[src/rtl/pad_test_core_pkg.sv]
// Shared types for the pad test core: output mode encoding as seen on the two mode pads.
// Latency: n/a (types only).
// Backpressure: n/a (types only).
package chip_core_pkg;

    localparam int MODE_BITS = 2;

    typedef enum logic [MODE_BITS-1:0] {
        PARITY = 2'd0,
        COUNT  = 2'd1,
        LFSR   = 2'd2,
        SHIFT  = 2'd3
    } mode_e;

endpackage

[src/rtl/pad_test_core_if.sv]
// Pad bundle between the pad ring (master) and the test core (slave).
// Latency: none, wires only.
// Backpressure: none, pads are free-running.
interface pad_test_core_if #(
    parameter int NUM_INPUT_PADS  = 8,
    parameter int NUM_OUTPUT_PADS = 8
);
    logic [NUM_INPUT_PADS-1:0]  input_in;
    logic [NUM_OUTPUT_PADS-1:0] output_out;

    modport master (output input_in, input output_out);
    modport slave  (input input_in, output output_out);
endinterface

[src/rtl/pad_test_core_sync.sv]
// Multi-flop synchroniser covering a whole bus of asynchronous pad inputs.
// Latency: STAGES clock cycles.
// Backpressure: none, samples every cycle.
module pad_sync #(
    parameter int WIDTH  = 8,
    parameter int STAGES = 2
) (
    input  logic             clk,
    input  logic             rst_n,
    input  logic [WIDTH-1:0] i_d,
    output logic [WIDTH-1:0] o_q
);

    logic [STAGES-1:0][WIDTH-1:0] r_sync;

    // Shift the raw pad sample through the chain; stage 0 is the metastable one.
    always_ff @(posedge clk) begin
        if (!rst_n) begin
            r_sync <= '0;
        end else begin
            r_sync <= {r_sync[STAGES-2:0], i_d};
        end
    end

    assign o_q = r_sync[STAGES-1];

endmodule

[src/rtl/pad_test_core.sv]
// Pad test core: synchronised input pads drive output pads in PARITY/COUNT/LFSR/SHIFT mode.
// Latency: PARITY SYNC_STAGES+1 cycles pad-to-pad, SHIFT SYNC_STAGES+2; COUNT/LFSR trail state by 1.
// Backpressure: none, outputs update every cycle; a mode change costs one all-zero clear cycle.
module pad_test_core
    import chip_core_pkg::*;
#(
    parameter int                         NUM_INPUT_PADS  = 8,
    parameter int                         NUM_OUTPUT_PADS = 8,
    parameter int                         SYNC_STAGES     = 2,
    parameter logic [NUM_OUTPUT_PADS-1:0] LFSR_SEED       = 8'h01,
    parameter logic [NUM_OUTPUT_PADS-1:0] LFSR_TAPS       = 8'hB8
) (
    input  logic            clk,
    input  logic            rst_n,
    pad_test_core_if.slave  pads
);

    localparam int DW = NUM_INPUT_PADS - MODE_BITS;
    localparam int OW = NUM_OUTPUT_PADS;

    // Reject parameter sets the datapath cannot support.
    if (NUM_INPUT_PADS < 3) begin : g_bad_in
        $error("NUM_INPUT_PADS must be at least 3");
    end
    if (NUM_OUTPUT_PADS < 2) begin : g_bad_out
        $error("NUM_OUTPUT_PADS must be at least 2");
    end
    if (SYNC_STAGES < 2) begin : g_bad_sync
        $error("SYNC_STAGES must be at least 2");
    end
    if (LFSR_SEED == '0) begin : g_bad_seed
        $error("LFSR_SEED must be non-zero, an all-zero LFSR never leaves zero");
    end

    logic [NUM_INPUT_PADS-1:0] w_sync;
    mode_e                     w_mode_s;
    logic [DW-1:0]             w_data_s;

    mode_e                     r_mode_q;
    logic [OW-1:0]             r_count;
    logic [OW-1:0]             r_lfsr;
    logic [OW-1:0]             r_shift;
    logic [OW-1:0]             r_out;

    mode_e                     w_mode_nxt;
    logic [OW-1:0]             w_count_nxt;
    logic [OW-1:0]             w_lfsr_nxt;
    logic [OW-1:0]             w_shift_nxt;
    logic [OW-1:0]             w_out_nxt;

    pad_sync #(
        .WIDTH  (NUM_INPUT_PADS),
        .STAGES (SYNC_STAGES)
    ) u_pad_sync (
        .clk   (clk),
        .rst_n (rst_n),
        .i_d   (pads.input_in),
        .o_q   (w_sync)
    );

    assign w_mode_s = mode_e'(w_sync[MODE_BITS-1:0]);
    assign w_data_s = w_sync[NUM_INPUT_PADS-1:MODE_BITS];

    // Next state: a mode mismatch is a clear cycle, otherwise only the active mode's state advances.
    always_comb begin
        w_mode_nxt  = r_mode_q;
        w_count_nxt = r_count;
        w_lfsr_nxt  = r_lfsr;
        w_shift_nxt = r_shift;
        w_out_nxt   = r_out;
        if (w_mode_s != r_mode_q) begin
            // Events landing on the clear cycle are dropped on purpose.
            w_mode_nxt  = w_mode_s;
            w_count_nxt = '0;
            w_lfsr_nxt  = LFSR_SEED;
            w_shift_nxt = '0;
            w_out_nxt   = '0;
        end else begin
            case (r_mode_q)
                PARITY: begin
                    w_out_nxt = {OW{^w_data_s}};
                end
                COUNT: begin
                    w_out_nxt = r_count;
                    if (&w_data_s) begin
                        w_count_nxt = r_count + 1'b1;
                    end
                end
                LFSR: begin
                    w_out_nxt  = r_lfsr;
                    w_lfsr_nxt = r_lfsr[0] ? ((r_lfsr >> 1) ^ LFSR_TAPS) : (r_lfsr >> 1);
                end
                SHIFT: begin
                    w_out_nxt   = r_shift;
                    w_shift_nxt = {r_shift[OW-2:0], w_data_s[0]};
                end
                default: begin
                    w_out_nxt = '0;
                end
            endcase
        end
    end

    // State and output registers; synchronous reset overrides everything.
    always_ff @(posedge clk) begin
        if (!rst_n) begin
            r_mode_q <= PARITY;
            r_count  <= '0;
            r_lfsr   <= LFSR_SEED;
            r_shift  <= '0;
            r_out    <= '0;
        end else begin
            r_mode_q <= w_mode_nxt;
            r_count  <= w_count_nxt;
            r_lfsr   <= w_lfsr_nxt;
            r_shift  <= w_shift_nxt;
            r_out    <= w_out_nxt;
        end
    end

    // Output pads come straight from a flop so they never glitch.
    assign pads.output_out = r_out;

endmodule
[src/flat_wrapper.sv]
// flat-port wrapper written by rule: the top's interface ports become plain ports
module pad_test_core_flat import chip_core_pkg::*;
#(
    parameter int                         NUM_INPUT_PADS  = 8,
    parameter int                         NUM_OUTPUT_PADS = 8,
    parameter int                         SYNC_STAGES     = 2,
    parameter logic [NUM_OUTPUT_PADS-1:0] LFSR_SEED       = 8'h01,
    parameter logic [NUM_OUTPUT_PADS-1:0] LFSR_TAPS       = 8'hB8
)
  (clk, rst_n, pads_input_in, pads_output_out);
  pad_test_core_if #(.NUM_INPUT_PADS(NUM_INPUT_PADS), .NUM_OUTPUT_PADS(NUM_OUTPUT_PADS)) pads_i ();
  input  logic clk;
  input  logic rst_n;
  input wire logic [$bits(pads_i.input_in)-1:0] pads_input_in;
  output wire logic [$bits(pads_i.output_out)-1:0] pads_output_out;
  assign pads_i.input_in = pads_input_in;
  assign pads_output_out = pads_i.output_out;
  pad_test_core #(.NUM_INPUT_PADS(NUM_INPUT_PADS), .NUM_OUTPUT_PADS(NUM_OUTPUT_PADS), .SYNC_STAGES(SYNC_STAGES), .LFSR_SEED(LFSR_SEED), .LFSR_TAPS(LFSR_TAPS)) u_core (.clk(clk), .rst_n(rst_n), .pads(pads_i));
endmodule
[config.mk]
export PLATFORM = sky130hd
export DESIGN_NAME = pad_test_core_flat
export DESIGN_NICKNAME = d
export VERILOG_FILES = /design/src/rtl/pad_test_core_pkg.sv /design/src/rtl/pad_test_core_if.sv /design/src/rtl/pad_test_core_sync.sv /design/src/rtl/pad_test_core.sv /design/src/flat_wrapper.sv
export SDC_FILE = /design/constraint.sdc
export NUM_CORES = 1
export LEC_CHECK = 0
export ABC_AREA = 1
export CORE_MARGIN = 2
export CORE_UTILIZATION = 50
export CTS_CLUSTER_DIAMETER = 100
export DETAILED_ROUTE_END_ITERATION = 16
export HOLD_SLACK_MARGIN = 0.02
export PLACE_DENSITY = 0.74
export SLEW_MARGIN = 20
export SYNTH_ARGS = -nofsm -noshare
export SYNTH_HDL_FRONTEND = slang
export SYNTH_SLANG_ARGS = --single-unit
[constraint.sdc]
create_clock -name clk -period 1.2 [get_ports clk]
set_input_delay 0.18 -clock clk [delete_from_list [all_inputs] [get_ports clk]]
set_output_delay 0.18 -clock clk [all_outputs]
set_load 0.05 [all_outputs]
# Yosys cells after proc, flatten, opt, wreduce, memory -nomap -nowiden
# Cells that the tools add are included.
dict set report totals {
  ff_bits 50
}
dict set report op_classes {
  addsub 1
  eq_ne 4
  mux 2
  n_bitwise 2
  reduce_logical 4
}
# op count
set ops {}
lappend ops {{one-hot mux 8 bit (4 select lines)} 1}
lappend ops {{adder 8 x 1 -> 8 bit, second input constant} 1}
lappend ops {{two-way mux 8 bit} 1}
lappend ops {{AND reduction 7 bit} 1}
lappend ops {{XOR reduction 6 bit} 1}
lappend ops {{== test 2 bit, second input constant} 2}
lappend ops {{NOT 3 -> 4 bit} 1}
lappend ops {{== test 2 x 1 -> 1 bit, second input constant} 1}
lappend ops {{logical NOT 2 bit} 1}
lappend ops {{inequality test 2 bit} 1}
lappend ops {{OR reduction 2 bit} 1}
lappend ops {{NOT 1 bit} 1}

# Logic depth before layout (Yosys ltp)
# Gate-level depths: netlist of run 1.
dict set report depth {
  depth_word 2
  mapped_depth 8
  depth_no_buf 8
}

# Modules after synthesis
# Synthesis of run 1 repeated with hierarchy kept, for this count alone.
dict set report hier_totals {
  hier_cells 272
  hier_area_um2 2060.7
}
# mod instances cells_each area_each_um2 seq_area_each_um2
set by_module_without_submodules {}
lappend by_module_without_submodules {pad_test_core 1 214 1516.5 680.7}
lappend by_module_without_submodules {pad_sync 1 58 544.3 320.3}

# Worst setup path after synthesis of run 1
# Ideal clock, no wire load.
dict set report synth_timing {
  kind {register to register}
  from {reg u_core.u_pad_sync.r_sync, in the netlist u_core.u_pad_sync.o_q[2]}
  to {reg u_core.r_out[0], in the netlist u_core.pads.output_out[0]}
  setup_time_ps 126
  t_arrival_ps 1030
  t_required_ps 1074
  setup_slack_ps 44
  path_stages_with_launch 8
  path_buffers 0
  synth_period_minus_slack_ps 1156
  path_cell_list {dfxtp_1 > ha_1 > inv_1 > nand2_1 > nand3_1 > nand2_1 > nand2_1 > a21oi_1}
}
dict set report synth_between {
  elab_chain_cells 2
}
# item line_no
set synth_lines {}
lappend synth_lines {{start, declared} pad_test_core_sync.sv:14} ;# logic [STAGES-1:0][WIDTH-1:0] r_sync;
lappend synth_lines {{start signal, assigned} pad_test_core_sync.sv:21} ;# r_sync <= {r_sync[STAGES-2:0], i_d};
lappend synth_lines {{XOR reduction 6 bit} pad_test_core.sv:81} ;# w_out_nxt = {OW{^w_data_s}};
lappend synth_lines {{one-hot mux 8 bit (4 select lines)} pad_test_core.sv:79} ;# case (r_mode_q)
lappend synth_lines {{end signal, assigned} pad_test_core.sv:117} ;# r_out <= w_out_nxt;
lappend synth_lines {{end, declared} pad_test_core.sv:43} ;# logic [OW-1:0] r_out;
# No other way between the ends.
# A chain may end at the register's enable or synchronous reset.

# Final worst setup path of run 1
dict set report layout_timing {
  from {reg u_core.u_pad_sync.r_sync, in the netlist u_core.u_pad_sync.o_q[2]}
  to {reg u_core.r_out[2], in the netlist u_core.pads.output_out[2]}
}
# The elaborated chain is that of the path after synthesis.

==> impl_metrics.py, run 1 <==
metrics = {
    "outcome": {
        "status": "complete, but fails checks",
        "violations": "negative setup slack",
    },
    "sta": {
        "fin_ws_ps": -2.39,
        "fmax_mhz": 832,
        "setup_viol": 1,
        "report.final.slew_viol_count": 0,
        "rsz0062_at_grt": "yes",
        "holdWs_ps": 400,
        "tns_ps": -2.39,
        "hold_violations": 0,
        "final.period_utilization_pct": 100,
        "worst_pin_slew_ps": 225,
        "slew_headroom_pct": 84.9,
        "skew_ps": 4.31,
        "period_minus_slack_ps": 1200,
    },
    "critical_path": {
        "worstPathRequired_ps": 1390,
        "crit_path_end_kind": "flop",
        "crit_path_start_kind": "flop",
        "arrival_ps": 1400,
        "crit_slowest_cell": "dfxtp_2",
        "r2r_slack_ps": -2,
        "reg2reg_from": "u_core.u_pad_sync.o_q[2]$_SDFF_PN0_",
        "ff2ff_path_depth": 8,
        "cpPeakStageDelay_ps": 340,
        "rr_endpoint": "u_core.pads.output_out[2]$_SDFF_PP0_",
        "cp_max_fo": 8,
        "critPathKind": "reg -> reg",
        "crit_chain": "ha_4, inv_2, nand2_2, nand2_1, nand2_1, nand2_2, nand2_4, a21oi_1",
    },
    "finish": {
        "syn_to_final_growth_pct": 35.1,
        "num_antenna_cells": 0,
        "final_util_pct": 72.1,
        "final_common_cell": "nand2_1",
        "mostFrequentLayoutCells": "nand2_1, dfxtp_1, nor2_1, inv_1",
        "final_nets": 327,
        "fillers": 286,
        "drive_gt1_share_pct": 25.8,
    },
    "die": {
        "die_w_microns": 67.2,
        "dieHeight_microns": 67.2,
        "io_pins": 18,
        "initial_utilization_pct": 53.4,
        "dieArea_sq_mm": 0.00452,
        "coreArea_sq_mm": 0.00374,
        "row_count": 22,
    },
    "clock_tree": {
        "cts_buffers": 5,
        "ctsHoldBuffers": 0,
        "clockRootBuffer": "clkbuf_8",
        "htree_levels": 2,
        "clk_path_buf_depth": 2,
        "worstSkewPairLatency_ps": 300,
        "clk_pin_slew_ps": 90,
        "cts_tree": "done",
        "cts.sink_count": 50,
    },
    "place": {
        "place_hpwl_microns": 2630,
        "port_buffers": 17,
        "place_congestion": 0.824,
    },
    "grt": {
        "grt_pass1_vias": 1631,
        "grt_max_degree": 19,
        "grt_usage_pct": 21.1,
        "globalRouteOverflowTotal": 0,
        "antenna_found_initial": 0,
        "grt_pass1_wl_microns": 7090,
    },
    "yosys": {
        "synthDistinctLibCells": 18,
        "avgSynthCellArea_sq_um": 7.29,
        "synth.top_cell.area_share_pct": 50.1,
        "netlist_top_cells_area": "dfxtp_1, nand2_1, nor2_1, inv_1, a21oi_1",
        "netlist_area_sq_mm": 0.00200,
        "ys_warn_count": 0,
        "ys_seq_area_share_pct": 50.1,
        "synth_nets": 288,
        "synth.largest_area_cell": "dfxtp_1",
        "syn_inst": 274,
        "synth_seq_cells": 50,
    },
    "routing": {
        "drtIter0Drc": 146,
        "routed_via_density": 4.80,
        "drt_pass1_iterations": 4,
        "vias": 1739,
        "routed_wl_microns": 4120,
        "wl_per_cell_microns": 11.4,
        "drcViolationCount": 0,
        "ant_nets": 0,
    },
    "worst_hold_path": {
        "min_from": "pads_input_in[2]",
        "holdPathEnd": "u_core.u_pad_sync.r_sync[2]$_SDFF_PN0_",
        "hold_depth": 3,
        "min_path_type": "in -> reg",
    },
    "power_and_ir_drop": {
        "leakagePower_nw": 1.18,
        "vdd_drop_max_mv": 0.872,
        "power.density_mw_per_mm2": 1240,
    },
    "flow_run": {
        "drv_cap": 0,
    },
}
-- worst max-delay path: cells and delay by family (launching register included) --
kind / cells / cell delay, ps
flip-flops: 1 / 340
AND/OR/NAND/NOR: 5 / 370
buffers and inverters: 1 / 30
adder cells (fa/ha/maj): 1 / 270
AO/OA/AOI/OAI: 1 / 80
-- stage by stage --
stage	total power, W	cell area [sq um]	worst slack [ps]	cells
final	0.00334	2700	-2.39	362
after global routing	0.00348	2700	-82.5	362
after CTS	0.00333	2600	-1.64	360
after detailed placement	0.00216	2400	-230	350
after global placement	0.00216	2400	-183	350
after floorplan	0.00199	2000	44.2	274
-- area by class of cell --
type,count,area (sq um),share of cell area [%]
clock buffers,7,76.3,2.83
clock inverters,1,30.0,1.11
inverters,39,150,5.56
multi-input cells,183,976,36.2
flip-flops and latches,50,1010,37.5
well taps,48,60.1,2.23
repair buffers,34,394,14.6
-- Yosys cell counts, drive strengths merged --
| master | count |
|---|---|
| ha | 4 |
| clkbuf | 1 |
| nand2 | 96 |
| a21oi | 25 |
| nor2 | 42 |
| o22ai | 1 |
| nand3 | 12 |
| buf | 4 |
| dfxtp | 50 |
| clkinv | 2 |
| inv | 37 |
-- where the power goes --
group,switching [W],internal (W)
Clock,0.000522,0.000624
Combinational,0.000247,0.000197
Sequential,0.0000373,0.00171
Total,0.000807,0.00253
-- worst max-delay path by stage --
stage                                              startpoint                                   end  slack (ps)
after floorplan           u_core.u_pad_sync.o_q[2]$_SDFF_PN0_  u_core.pads.output_out[0]$_SDFF_PP0_          40
after global placement                                  rst_n         u_core.r_lfsr[4]$_SDFFE_PP0N_        -180
after detailed placement                                rst_n  u_core.pads.output_out[3]$_SDFF_PP0_        -230
after CTS                 u_core.u_pad_sync.o_q[7]$_SDFF_PN0_  u_core.pads.output_out[3]$_SDFF_PP0_          -2
after global routing      u_core.u_pad_sync.o_q[2]$_SDFF_PN0_  u_core.pads.output_out[5]$_SDFF_PP0_         -80
final                     u_core.u_pad_sync.o_q[2]$_SDFF_PN0_  u_core.pads.output_out[2]$_SDFF_PP0_          -2
-- timing repair --
item	CTS	global route
gates cloned	2	1
gates resized for setup	20	28
endpoints found under the setup margin	24	32
pin swaps	4	9
buffers inserted	0	1
-- kinds of logic (layout without fill, tap and decap cells) --
logic type | Yosys count | after routing | synth area share [%]
buffers and inverters | 44 | 81 | 9.39
adder cells (fa/ha/maj) | 4 | 4 | 2.50
flip-flops | 50 | 50 | 50.1
AO/OA/AOI/OAI | 26 | 26 | 7.45
AND/OR/NAND/NOR | 150 | 153 | 30.6
-- flip-flops by register name, indices dropped and copies added (netlist names) --
| signal | count |
|---|---|
| u_core.u_pad_sync.r_sync | 8 |
| u_core.r_count | 8 |
| u_core.r_shift | 8 |
| u_core.r_lfsr | 8 |
| u_core.r_mode_q | 2 |
| u_core.pads.output_out | 8 |
| u_core.u_pad_sync.o_q | 8 |
-- routing by layer --
layer / track usage [%] / up-vias / part of all wire [%]
li1: - / 911 / -
met2: 33.0 / 44 / 46
met3: 4.67 / 10 / 5.9
met5: 0 / - / 0
met1: 26.6 / 774 / 46
met4: 12.2 / 0 / 2.1
Note: power is estimated with default switching activity, not from simulation.
==> run 2, diff against run 1 <==
--- a/config.mk
+++ b/config.mk
@@ -6,12 +6,14 @@
 export NUM_CORES = 1
 export LEC_CHECK = 0
 export ABC_AREA = 1
+export CAP_MARGIN = 20
 export CORE_MARGIN = 2
 export CORE_UTILIZATION = 50
 export CTS_CLUSTER_DIAMETER = 100
 export DETAILED_ROUTE_END_ITERATION = 16
 export HOLD_SLACK_MARGIN = 0.02
 export PLACE_DENSITY = 0.74
+export RECOVER_POWER = 25
 export SLEW_MARGIN = 20
 export SYNTH_ARGS = -nofsm -noshare
 export SYNTH_HDL_FRONTEND = slang
==> run 2 against run 1 <==
- the flow still finishes with violations (negative setup slack)
- power barely moved
- flip-flop and latch count stayed put
- via count is the same
- hold slack barely moved
- highest routed layer unchanged
==> impl_metrics.py, run 2 (synthesis results as in run 1) <==
metrics = {
    "critical_path": {
        "worstPathRequired_ps": 1390,
        "crit_path_end_kind": "flop",
        "crit_start": "u_core.u_pad_sync.o_q[2]$_SDFF_PN0_",
        "reg2reg_from": "u_core.u_pad_sync.o_q[2]$_SDFF_PN0_",
        "ff2ff_path_depth": 8,
        "r2r_slack_ps": -2,
        "arrival_ps": 1400,
        "cp_max_fo": 8,
        "critPathKind": "reg -> reg",
        "critical_path.endpoint": "u_core.pads.output_out[2]$_SDFF_PP0_",
        "crit_path_start_kind": "flop",
        "rr_endpoint": "u_core.pads.output_out[2]$_SDFF_PP0_",
    },
    "outcome": {
        "status": "complete, but fails checks",
        "violations": "negative setup slack",
    },
    "finish": {
        "mostFrequentLayoutCells": "nand2_1, dfxtp_1, nor2_1, inv_1, a21oi_1",
        "num_antenna_cells": 0,
        "final_common_cell": "nand2_1",
        "instances_no_fill": 362,
        "syn_to_final_growth_pct": 34.9,
        "regArea_sq_mm": 0.00101,
        "final_nets": 327,
        "drive_gt1_share_pct": 25.8,
        "fillers": 287,
        "multi_input_area_sq_um": 976,
        "fin_area_sq_mm": 0.00270,
    },
    "clock_tree": {
        "worstSkewPairLatency_ps": 300,
        "clk_path_buf_depth": 2,
        "htree_levels": 2,
        "cts_tree": "done",
        "clk_pin_slew_ps": 90,
        "cts_buffers": 5,
        "cts.sink_count": 50,
        "ctsHoldBuffers": 0,
        "clockRootBuffer": "clkbuf_8",
    },
    "routing": {
        "wl_per_cell_microns": 11.4,
        "routed_wl_microns": 4120,
        "drt_pass1_iterations": 4,
        "ant_nets": 0,
        "drcViolationCount": 0,
        "drtIter0Drc": 146,
        "routed_via_density": 4.80,
        "vias": 1739,
    },
    "sta": {
        "report.final.slew_viol_count": 0,
        "rsz0062_at_grt": "yes",
        "hold_violations": 0,
        "setup_viol": 1,
        "slew_headroom_pct": 78.7,
        "period_minus_slack_ps": 1200,
        "skew_ps": 4.31,
        "fin_ws_ps": -2.39,
        "worst_pin_slew_ps": 320,
        "holdWs_ps": 400,
        "fmax_mhz": 832,
        "final.period_utilization_pct": 100,
    },
    "grt": {
        "antenna_found_initial": 0,
        "grt_pass1_vias": 1631,
        "globalRouteOverflowTotal": 0,
        "grt_max_degree": 19,
        "grt_pass1_wl_microns": 7090,
        "grt_usage_pct": 21.1,
    },
    "power_and_ir_drop": {
        "vdd_drop_max_mv": 0.872,
        "leakagePower_nw": 1.17,
        "clockPowerShare_pct": 34.4,
        "p_switching_w": 0.000807,
        "power_frac_seq_pct": 52.4,
        "sw_frac_of_total_pct": 24.2,
        "combPwrFrac_pct": 13.3,
        "p_int_w": 0.00253,
        "power.density_mw_per_mm2": 1240,
    },
    "place": {
        "port_buffers": 17,
        "place_congestion": 0.824,
        "placed_cell_area_sq_mm": 0.00240,
        "dp_cells": 350,
        "place_hpwl_microns": 2630,
    },
    "die": {
        "dieHeight_microns": 67.2,
        "initial_utilization_pct": 53.4,
        "dieArea_sq_mm": 0.00452,
        "coreArea_sq_mm": 0.00374,
        "row_count": 22,
        "die_w_microns": 67.2,
        "io_pins": 18,
    },
    "worst_hold_path": {
        "min_path_type": "in -> reg",
    },
    "flow_run": {
        "drv_cap": 0,
    },
}
-- run 2: changes by cell type in the layout (fill, tap and decap cells not counted), sizes merged --
cell / change
buf: -1
clkbuf: +1
clkdlybuf4s50: -1
dlygate4sd3: +1
-- run 2: critical path, cell delays in order, from the launching register on --
cell     delay (ps)
dfxtp_2         340
ha_4            270
inv_2            30
nand2_2          50
nand2_1          50
nand2_1          70
nand2_2          70
nand2_4         130
a21oi_1          80
-- run 2: worst min path at each step --
stage	start	to	slack (ps)	depth (start not counted)
floorplan	pads_input_in[0]	u_core.u_pad_sync.r_sync[0]$_SDFF_PN0_	280	2
global placement	u_core.u_pad_sync.r_sync[1]$_SDFF_PN0_	u_core.u_pad_sync.o_q[1]$_SDFF_PN0_	390	2
detailed placement	u_core.u_pad_sync.r_sync[6]$_SDFF_PN0_	u_core.u_pad_sync.o_q[6]$_SDFF_PN0_	400	2
CTS	pads_input_in[2]	u_core.u_pad_sync.r_sync[2]$_SDFF_PN0_	400	3
global route	pads_input_in[7]	u_core.u_pad_sync.r_sync[7]$_SDFF_PN0_	400	3
finish	pads_input_in[2]	u_core.u_pad_sync.r_sync[2]$_SDFF_PN0_	400	3
-- run 2: area by class of cell --
class,instances,share of cell area (%)
Tap cell,48,2.23
Inverter,39,5.57
Clock buffer,7,2.83
Clock inverter,1,1.11
Sequential cell,50,37.5
Multi-Input combinational cell,183,36.2
Timing Repair Buffer,34,14.5
-- run 2: metrics by stage --
stage	setup TNS [ps]	worst slack, ps	total power [W]	util [%]
2_1_floorplan	0	44.2	0.00199	-
3_5_place_dp	-6370	-230	0.00216	64.1
5_1_grt	-946	-82.5	0.00347	72.0
6_report	-2.39	-2.39	0.00334	72.0
4_1_cts	-1.64	-1.64	0.00333	69.5
3_3_place_gp	-5370	-183	0.00216	64.1
-- run 2: layer usage --
metal | vias to the layer above | GRT usage [%] | part of all wire (%)
li1 | 911 | - | -
met1 | 774 | 26.6 | 46
met3 | 10 | 4.67 | 5.9
met2 | 44 | 33.0 | 46
met5 | - | 0 | 0
met4 | 0 | 12.2 | 2.1
-- run 2: timing repair --
| action | CTS | global route |
|---|---|---|
| endpoints found under the setup margin | 24 | 32 |
| endpoints found under the hold margin | 0 | 0 |
| pin swaps | 4 | 9 |
| buffers inserted | 0 | 1 |
| gates resized for setup | 20 | 28 |
| cloned | 2 | 1 |
-- run 2: power groups by stage --
stage                     combinational, W  clock [W]  sequential (W)
after floorplan                   0.000140          0         0.00185
after global placement            0.000374          0         0.00179
after detailed placement          0.000378          0         0.00179
after global routing              0.000479    0.00124         0.00175
after CTS                         0.000422    0.00116         0.00175
final                             0.000442    0.00115         0.00175
